===== config.mk =====
export PLATFORM = sky130hd
export DESIGN_NAME = ps2_host_tx
export DESIGN_NICKNAME = d
export VERILOG_FILES = /design/src/rtl/ps2_host_tx.sv
export SDC_FILE = /design/constraint.sdc
export NUM_CORES = 1
export LEC_CHECK = 0
export CAP_MARGIN = 20
export CELL_PAD_IN_SITES_DETAIL_PLACEMENT = 2
export CELL_PAD_IN_SITES_GLOBAL_PLACEMENT = 2
export CORE_UTILIZATION = 23
export CTS_CLUSTER_SIZE = 14
export DETAILED_ROUTE_END_ITERATION = 8
export GPL_ROUTABILITY_DRIVEN = 0
export PLACE_DENSITY = 0.63
export RECOVER_POWER = 50
export SYNTH_ARGS = -nofsm -noshare
export SYNTH_HDL_FRONTEND = slang
export SYNTH_SLANG_ARGS = --single-unit
export TNS_END_PERCENT = 1

===== constraint.sdc =====
create_clock -name CLOCK_50 -period 2.5 [get_ports CLOCK_50]
set_input_delay 0.375 -clock CLOCK_50 [delete_from_list [all_inputs] [get_ports CLOCK_50]]
set_output_delay 0.375 -clock CLOCK_50 [all_outputs]
set_load 0.005 [all_outputs]

===== src/rtl/ps2_host_tx.sv =====
`default_nettype none
// ==========================================================================
// ps2_host_tx : PS/2 host-to-device byte transmitter (inhibit, ack, watchdog)
// Revision 1.0
// ==========================================================================
module ps2_host_tx #(
  parameter int INHIBIT_CYCLES = 5000,
  parameter int TIMEOUT_CYCLES = 1000000,
  parameter int FILTER_LEN     = 8
) (
  input  logic       CLOCK_50,
  input  logic       frame_reset,
  input  logic       tx_start,
  input  logic [7:0] tx_data,
  input  logic       ps2c_in,
  input  logic       ps2d_in,
  output logic       ps2c_oe,
  output logic       ps2d_oe,
  output logic       tx_busy,
  output logic       tx_done_tick,
  output logic       tx_err_tick
);

  localparam int          FW           = (FILTER_LEN > 1) ? $clog2(FILTER_LEN) : 1;
  localparam logic [FW-1:0] FILTER_LAST  = FW'(FILTER_LEN - 1);
  localparam logic [19:0] INHIBIT_LAST = 20'(INHIBIT_CYCLES - 1);
  localparam logic [19:0] TIMEOUT_LAST = 20'(TIMEOUT_CYCLES - 1);

  typedef enum logic [2:0] {
    IDLE      = 3'd0,
    RTS       = 3'd1,
    START     = 3'd2,
    DATA      = 3'd3,
    PARITY    = 3'd4,
    STOP      = 3'd5,
    ACK       = 3'd6,
    WAIT_IDLE = 3'd7
  } state_t;

  logic [1:0]    c_sync;
  logic [1:0]    d_sync;
  logic          c_filt;
  logic [FW-1:0] filt_cnt;
  logic          fall_tick;

  state_t        state;
  logic [7:0]    data;
  logic          parity;
  logic [2:0]    idx;
  logic          ack;
  logic [19:0]   rts_cnt;
  logic [19:0]   wd_cnt;
  logic          wd_live;
  logic          timeout;

  always_ff @(posedge CLOCK_50 or posedge frame_reset) begin
    if (frame_reset) begin
      c_sync <= 2'b11;
      d_sync <= 2'b11;
    end else begin
      c_sync <= {c_sync[0], ps2c_in};
      d_sync <= {d_sync[0], ps2d_in};
    end
  end

  // Filtered clock flips only after FILTER_LEN samples in a row disagree with it.
  always_ff @(posedge CLOCK_50 or posedge frame_reset) begin
    if (frame_reset) begin
      c_filt    <= 1'b1;
      filt_cnt  <= '0;
      fall_tick <= 1'b0;
    end else begin
      fall_tick <= 1'b0;
      if (c_sync[1] == c_filt) begin
        filt_cnt <= '0;
      end else if (filt_cnt == FILTER_LAST) begin
        filt_cnt  <= '0;
        c_filt    <= c_sync[1];
        fall_tick <= c_filt;
      end else begin
        filt_cnt <= filt_cnt + FW'(1);
      end
    end
  end

  assign wd_live = state inside {START, DATA, PARITY, STOP, ACK, WAIT_IDLE};
  assign timeout = wd_live && !fall_tick && (wd_cnt == TIMEOUT_LAST);

  always_ff @(posedge CLOCK_50 or posedge frame_reset) begin
    if (frame_reset) begin
      state        <= IDLE;
      data         <= 8'd0;
      parity       <= 1'b0;
      idx          <= 3'd0;
      ack          <= 1'b0;
      rts_cnt      <= 20'd0;
      wd_cnt       <= 20'd0;
      ps2c_oe      <= 1'b0;
      ps2d_oe      <= 1'b0;
      tx_busy      <= 1'b0;
      tx_done_tick <= 1'b0;
      tx_err_tick  <= 1'b0;
    end else begin
      tx_done_tick <= 1'b0;
      tx_err_tick  <= 1'b0;

      if (!wd_live || fall_tick) wd_cnt <= 20'd0;
      else if (wd_cnt != 20'hFFFFF) wd_cnt <= wd_cnt + 20'd1;

      if (timeout) begin
        state       <= IDLE;
        ps2c_oe     <= 1'b0;
        ps2d_oe     <= 1'b0;
        tx_busy     <= 1'b0;
        ack         <= 1'b0;
        tx_err_tick <= 1'b1;
      end else begin
        case (state)
          IDLE: if (tx_start) begin
            data    <= tx_data;
            parity  <= ~^tx_data;
            rts_cnt <= 20'd0;
            ack     <= 1'b0;
            ps2c_oe <= 1'b1;
            ps2d_oe <= 1'b0;
            tx_busy <= 1'b1;
            state   <= RTS;
          end
          RTS: begin
            if (rts_cnt == INHIBIT_LAST) begin
              ps2c_oe <= 1'b0;
              ps2d_oe <= 1'b1;
              state   <= START;
            end else if (rts_cnt != 20'hFFFFF) begin
              rts_cnt <= rts_cnt + 20'd1;
            end
          end
          START: if (fall_tick) begin
            idx     <= 3'd0;
            ps2d_oe <= ~data[0];
            state   <= DATA;
          end
          DATA: if (fall_tick) begin
            if (idx == 3'd7) begin
              ps2d_oe <= ~parity;
              state   <= PARITY;
            end else begin
              idx     <= idx + 3'd1;
              ps2d_oe <= ~data[idx + 3'd1];
            end
          end
          PARITY: if (fall_tick) begin
            ps2d_oe <= 1'b0;
            state   <= STOP;
          end
          STOP: if (fall_tick) state <= ACK;
          ACK: if (fall_tick) begin
            if (!d_sync[1]) begin
              ack   <= 1'b1;
              state <= WAIT_IDLE;
            end else begin
              tx_err_tick <= 1'b1;
              tx_busy     <= 1'b0;
              state       <= IDLE;
            end
          end
          WAIT_IDLE: if (ack && c_filt && d_sync[1]) begin
            tx_done_tick <= 1'b1;
            tx_busy      <= 1'b0;
            ack          <= 1'b0;
            state        <= IDLE;
          end
          default: state <= IDLE;
        endcase
      end
    end
  end

endmodule
`default_nettype wire


After elaboration in Yosys (flattened, before gate mapping). Cells that the tools add are included. Widths: inputs -> output; s select.

Output and inout bits: 5. Bits in registers: 70. Logic and storage cells: 139. Input port bits: 13.

Order comparisons: 1. Add/subtract/negate cells: 4. Bitwise logic cells: 5. Eq/ne operators: 31. Mux-type cells: 56. Reduce and logical (&&, ||, !) cells: 25.

Operators by type and width (number): $mux 20 (5); $mux 3 (16); $add 20x1->20 const B (2); $ne 20x20->1 const B (2); $pmux 20 s2 (1); $mux 1 (27); $ne 3x3->1 const B (9); $pmux 3 s8 (1); $eq 20x13->1 const B (1); $eq 20x20->1 const B (1); $reduce_and 5->1 (4); $eq 3x3->1 const B (6); $ne 2x2->1 const B (6); $reduce_bool 6->1 (2); $reduce_and 9->1 (1); $reduce_xnor 8->1 (1); $add 3x1->3 const B (2); $eq 3x2->1 const B (2); $ne 3x2->1 const B (2); $pmux 1 s3 (2); $pmux 3 s2 (1); $reduce_and 3->1 (2); $reduce_and 6->1 (1); $reduce_bool 2->1 (3); 14 further kinds (22).

Depth between registers and ports, before layout.
Word-level depth: 8. Mapped depth: 7.

Least setup slack after synthesis. OpenSTA, ideal clock, no wires.

Kind: register to register. From: register idx[0]. To: register ps2d_oe. Library setup time: 125 ps. Period minus slack after synthesis: 1931 ps. Cell stages (with the launch flop): 8. Setup slack: 569 ps. Arrival: 1806 ps. Cell sequence: dfrtp_1 -> ha_1 -> buf_2 -> mux2i_1 -> mux4_2 -> nand4b_1 -> o21ai_0 -> mux2_2.

Cells in the longest elaborated chain, start to end: 8. Elaborated cells between the ends (all ways): 9. Those cells by class: add/sub: 1; eq/ne: 1; mux: 6; bitwise: 1.

RTL lines: from (decl) (RTL line 49) `logic [2:0] idx;`; from (signal assigned) (RTL line 148) `idx <= idx + 3'd1;`; $add 3x1->3 (RTL line 149) `ps2d_oe <= ~data[idx + 3'd1];`; $bmux 1 s3 (RTL line 149); $mux 1 (implied by the code) (RTL line 149); $not 1->1 (RTL line 149); $mux 1 (*) (RTL line 144) `if (idx == 3'd7) begin`; $mux 1 (*) (RTL line 143) `DATA: if (fall_tick) begin`; $pmux 1 s5 (*) (RTL line 118) `case (state)`; $mux 1 (*) (RTL line 110) `if (timeout) begin`; to (signal assigned) (RTL line 140) `ps2d_oe <= ~data[0];`; to (signal assigned) (RTL line 145) `ps2d_oe <= ~parity;`; to (signal assigned) (RTL line 149); to (decl) (RTL line 18) `output logic ps2d_oe,`.

Every way passes the cells marked *; elsewhere a longest branch is shown, timed or not. The select of a mux whose other input is x is not followed. A chain may end at the register's enable or synchronous reset.

Worst setup path after layout.
From: register rts_cnt[0]. To: register ps2d_oe.

Cells in the longest elaborated chain, start to end: 3.

RTL lines: from (decl) (RTL line 51) `logic [19:0] rts_cnt;`; from (signal assigned) (RTL line 135) `rts_cnt <= rts_cnt + 20'd1;`; $eq 20x13->1 (RTL line 130) `if (rts_cnt == INHIBIT_LAST) begin`; $ne 3x3->1 (no line); $reduce_and 6->1 (no line).

No other way between the ends.

==> impl_metrics.ini <==
[status]
outcome = finished, final reports clean

[global_routing]
grt_usage_pct = 14.2
grt_pass1_vias = 3581
grt-ovfl-total = 0
grt_max_degree = 26
antenna_found_initial = 0
grt_pass1_wl_mm = 18.5

[clock_tree]
cts_tree = done
htree_levels = 3
root_buffer = clkbuf_16
holdBufCountCts = 0
clk_path_buf_depth = 2
clock-sinks = 70
clk_pin_slew_ns = 0.06
clock_latency_ns = 0.34
cts_inserted_buffers = 9
postCtsSetupRepairBufs = 0
cts_resized = 0

[critical_path]
cp-start-kind = flop
crit_end = ps2d_oe
r2r_cells = 6
cp-startpoint = rts_cnt[0]
crit_arrival_ns = 2.39
crit_type = flop to flop
rr_endpoint = ps2d_oe
cp_slowest_cell = dfrtp_1
r2r-start = rts_cnt[0]
end_kind = flop
cpPeakStageDelay_ns = 0.41
crit_required_ns = 2.73
path_max_fanout = 5
crit_chain = ha_1 -> nor4b_1 -> nand4_1 -> or2_2 -> o21ai_0 -> mux2_2
ff2ff_setup_slack_ns = 0.33

[floorplan]
die_w_microns = 131
dieArea_sq_um = 17100
die_height_microns = 131
initial_core_util_pct = 23.8
rows = 46
core_area_sq_um = 16100
num_io_pins = 18

[logic_synthesis]
synth.net_count = 420
syn_inst = 401
ys_top_cells_by_area = dfrtp_1 43%, xnor2_1 5.0%, nand2_1 4.7%
synthMuxAreaShare_pct = 3.08
async_reset_ff_share_pct = 100
yosysMostFrequentCell = dfrtp_1
synth_compound_area_share_pct = 11.7
seq_area_frac_synth_pct = 46.0
synth_top_family_by_area = simple AND/OR/NAND/NOR gates
synth_cell_types = 61
yosysTopAreaCell = dfrtp_1
synth.cell_area_sq_um = 3820
ys.flop_type = dfrtp_1
synthAdderAreaFrac_pct = 1.96
synthXorXnorAreaFrac_pct = 6.88
synth.avg_cell_area_sq_um = 9.53
ys_top_cells_by_count = 65 x dfrtp_1, 48 x nand2_1, 38 x nor2_1, 22 x xnor2_1, 17 x nor3_1
yosysWarnings = 0
yosys.area_share.simple_pct = 26.9
synth_edf_count = 0
yosysTopAreaCellShare_pct = 42.6
synth_seq_cells = 70

[cells_and_area]
layout.cell_area.non_filler_sq_um = 4590
syn2layout_area_growth_pct = 20.0
drive_above_1_share_pct = 10.7
seq_area_sq_um = 1760
antennaDiodeCount = 0
fillers = 1796
nNetsFinal = 442
multi_input_area_sq_um = 1930

[power]
leakage_nw = 1.76
total_power_mw = 3.39
switchingPower_uw = 934
p_clk_share_pct = 41.6
p_seq_share_pct = 42.1
internal-power_mw = 2.45
pwr_density_cell_nw_per_um2 = 738
switching_share_pct = 27.6
power_frac_comb_pct = 16.3
irDropWorstVdd_mv = 0.321

[timing]
period_share_pct = 86.7
relSlewSlack_pct = 26.8
tightest_slew_ns = 1.10
clock.fmax_ghz = 0.461
drv_slew = 0
hold_viol = 0
rsz0062_at_grt = no
finClkSkew_ns = 0.00716
post-route-min-period_ns = 2.17
tns_ns = 0
setup_viol = 0

[routing]
ant_nets = 0
drt_iter0_markers = 90
drc_errors = 0
routed_via_density = 4.93
vias = 3174
first_pass_iters = 4
drt-total-wl_mm = 10.9
routedWlPerCell_microns = 16.9

[min_path]
whs_path_depth = 0
hold_class = flop to flop

[placed_design]
dpl_cell_area_sq_um = 4290
hpwlAfterDp_mm = 7.93
port_buffers = 17

[flow_run]
drv_cap = 0
layout make-up:
cell class,instances,area share [%]
multi-input combinational,303,42.1
inverter,9,0.737
sequential,70,38.3
clock buffer,13,5.46
tap,216,5.89
clock inverter,3,1.47
timing repair buffer,30,5.98
routing by layer:
metal	track usage (%)	vias to the layer above	part of all wire [%]	wire [microns]
met3	2.16	11	1.3	146
met1	17.8	1637	47	5110
met4	6.22	0	1.8	197
met5	0	-	0	0
li1	-	1504	-	-
met2	24.2	22	50	5460
metrics by stage:
stage	worst slack (ns)	utilization, %	hold slack [ns]	instances
finish	0.333	28.6	0.356	644
global placement	0.344	26.7	0.347	628
floorplan	0.365	-	0.345	401
CTS	0.331	28.7	0.357	644
detailed placement	0.270	26.7	0.349	628
global route	0.116	28.6	0.362	644
worst max-delay path, delay by kind of cell (launching register included):
kind	cells	cell delay (ns)
DFF	1	0.41
AOI/OAI and AO/OA	1	0.23
and+or+nand+nor	3	0.83
adders and majority gates	1	0.23
muxes	1	0.36
state kept, by name (all words and copies together), names as in the netlist, 2 cells and up:
| name | count |
|---|---|
| data | 8 |
| state | 3 |
| wd_cnt | 20 |
| c_sync | 2 |
| idx | 3 |
| d_sync | 2 |
| filt_cnt | 3 |
| rts_cnt | 20 |
cell usage in the layout, fill, tap and decap left out, types with 5 or more instances in the layout:
cell | Yosys | routed
dfrtp_1 | 65 | 65
nand2_1 | 48 | 48
nor2_1 | 38 | 38
xnor2_1 | 22 | 22
nor3_1 | 17 | 17
nand3_1 | 15 | 15
a21oi_1 | 15 | 15
o21ai_0 | 14 | 14
clkdlybuf4s50_1 | 0 | 14
nand4_1 | 12 | 12
buf_4 | 1 | 10
inv_1 | 9 | 9
clkbuf_16 | 0 | 9
nor4_1 | 8 | 8
xor2_1 | 8 | 8
nor4b_1 | 6 | 6
or3_1 | 6 | 6
ha_1 | 6 | 6
and4_1 | 5 | 5
o31ai_1 | 5 | 5
or4_1 | 5 | 5
mux2i_1 | 5 | 5
dfstp_2 | 5 | 5
worst min-delay path by stage:
stage / from / end / slack [ns]
6_report: c_sync[0] / c_sync[1] / 0.36
2_1_floorplan: c_sync[0] / c_sync[1] / 0.35
3_5_place_dp: c_sync[0] / c_sync[1] / 0.35
4_1_cts: c_sync[0] / c_sync[1] / 0.36
5_1_grt: d_sync[0] / d_sync[1] / 0.36
3_3_place_gp: d_sync[0] / d_sync[1] / 0.35
logic make-up (layout without fill, tap and decap cells):
| family | count (synthesis) | after routing |
|---|---|---|
| simple gates | 190 | 190 |
| mux | 10 | 10 |
| buf+inv | 28 | 55 |
| xor+xnor | 30 | 30 |
| compound gates | 67 | 67 |
| fa+ha+maj | 6 | 6 |
| flops | 70 | 70 |
power by group through the flow:
stage / clock [mW] / combinational [mW] / sequential, mW
after detailed placement: 0 / 0.568 / 1.45
final: 1.41 / 0.552 / 1.42
after global placement: 0 / 0.535 / 1.44
after global routing: 1.49 / 0.634 / 1.45
after CTS: 1.45 / 0.575 / 1.43
after floorplan: 0 / 0.394 / 1.39
Power figures use the tool's default switching activity.
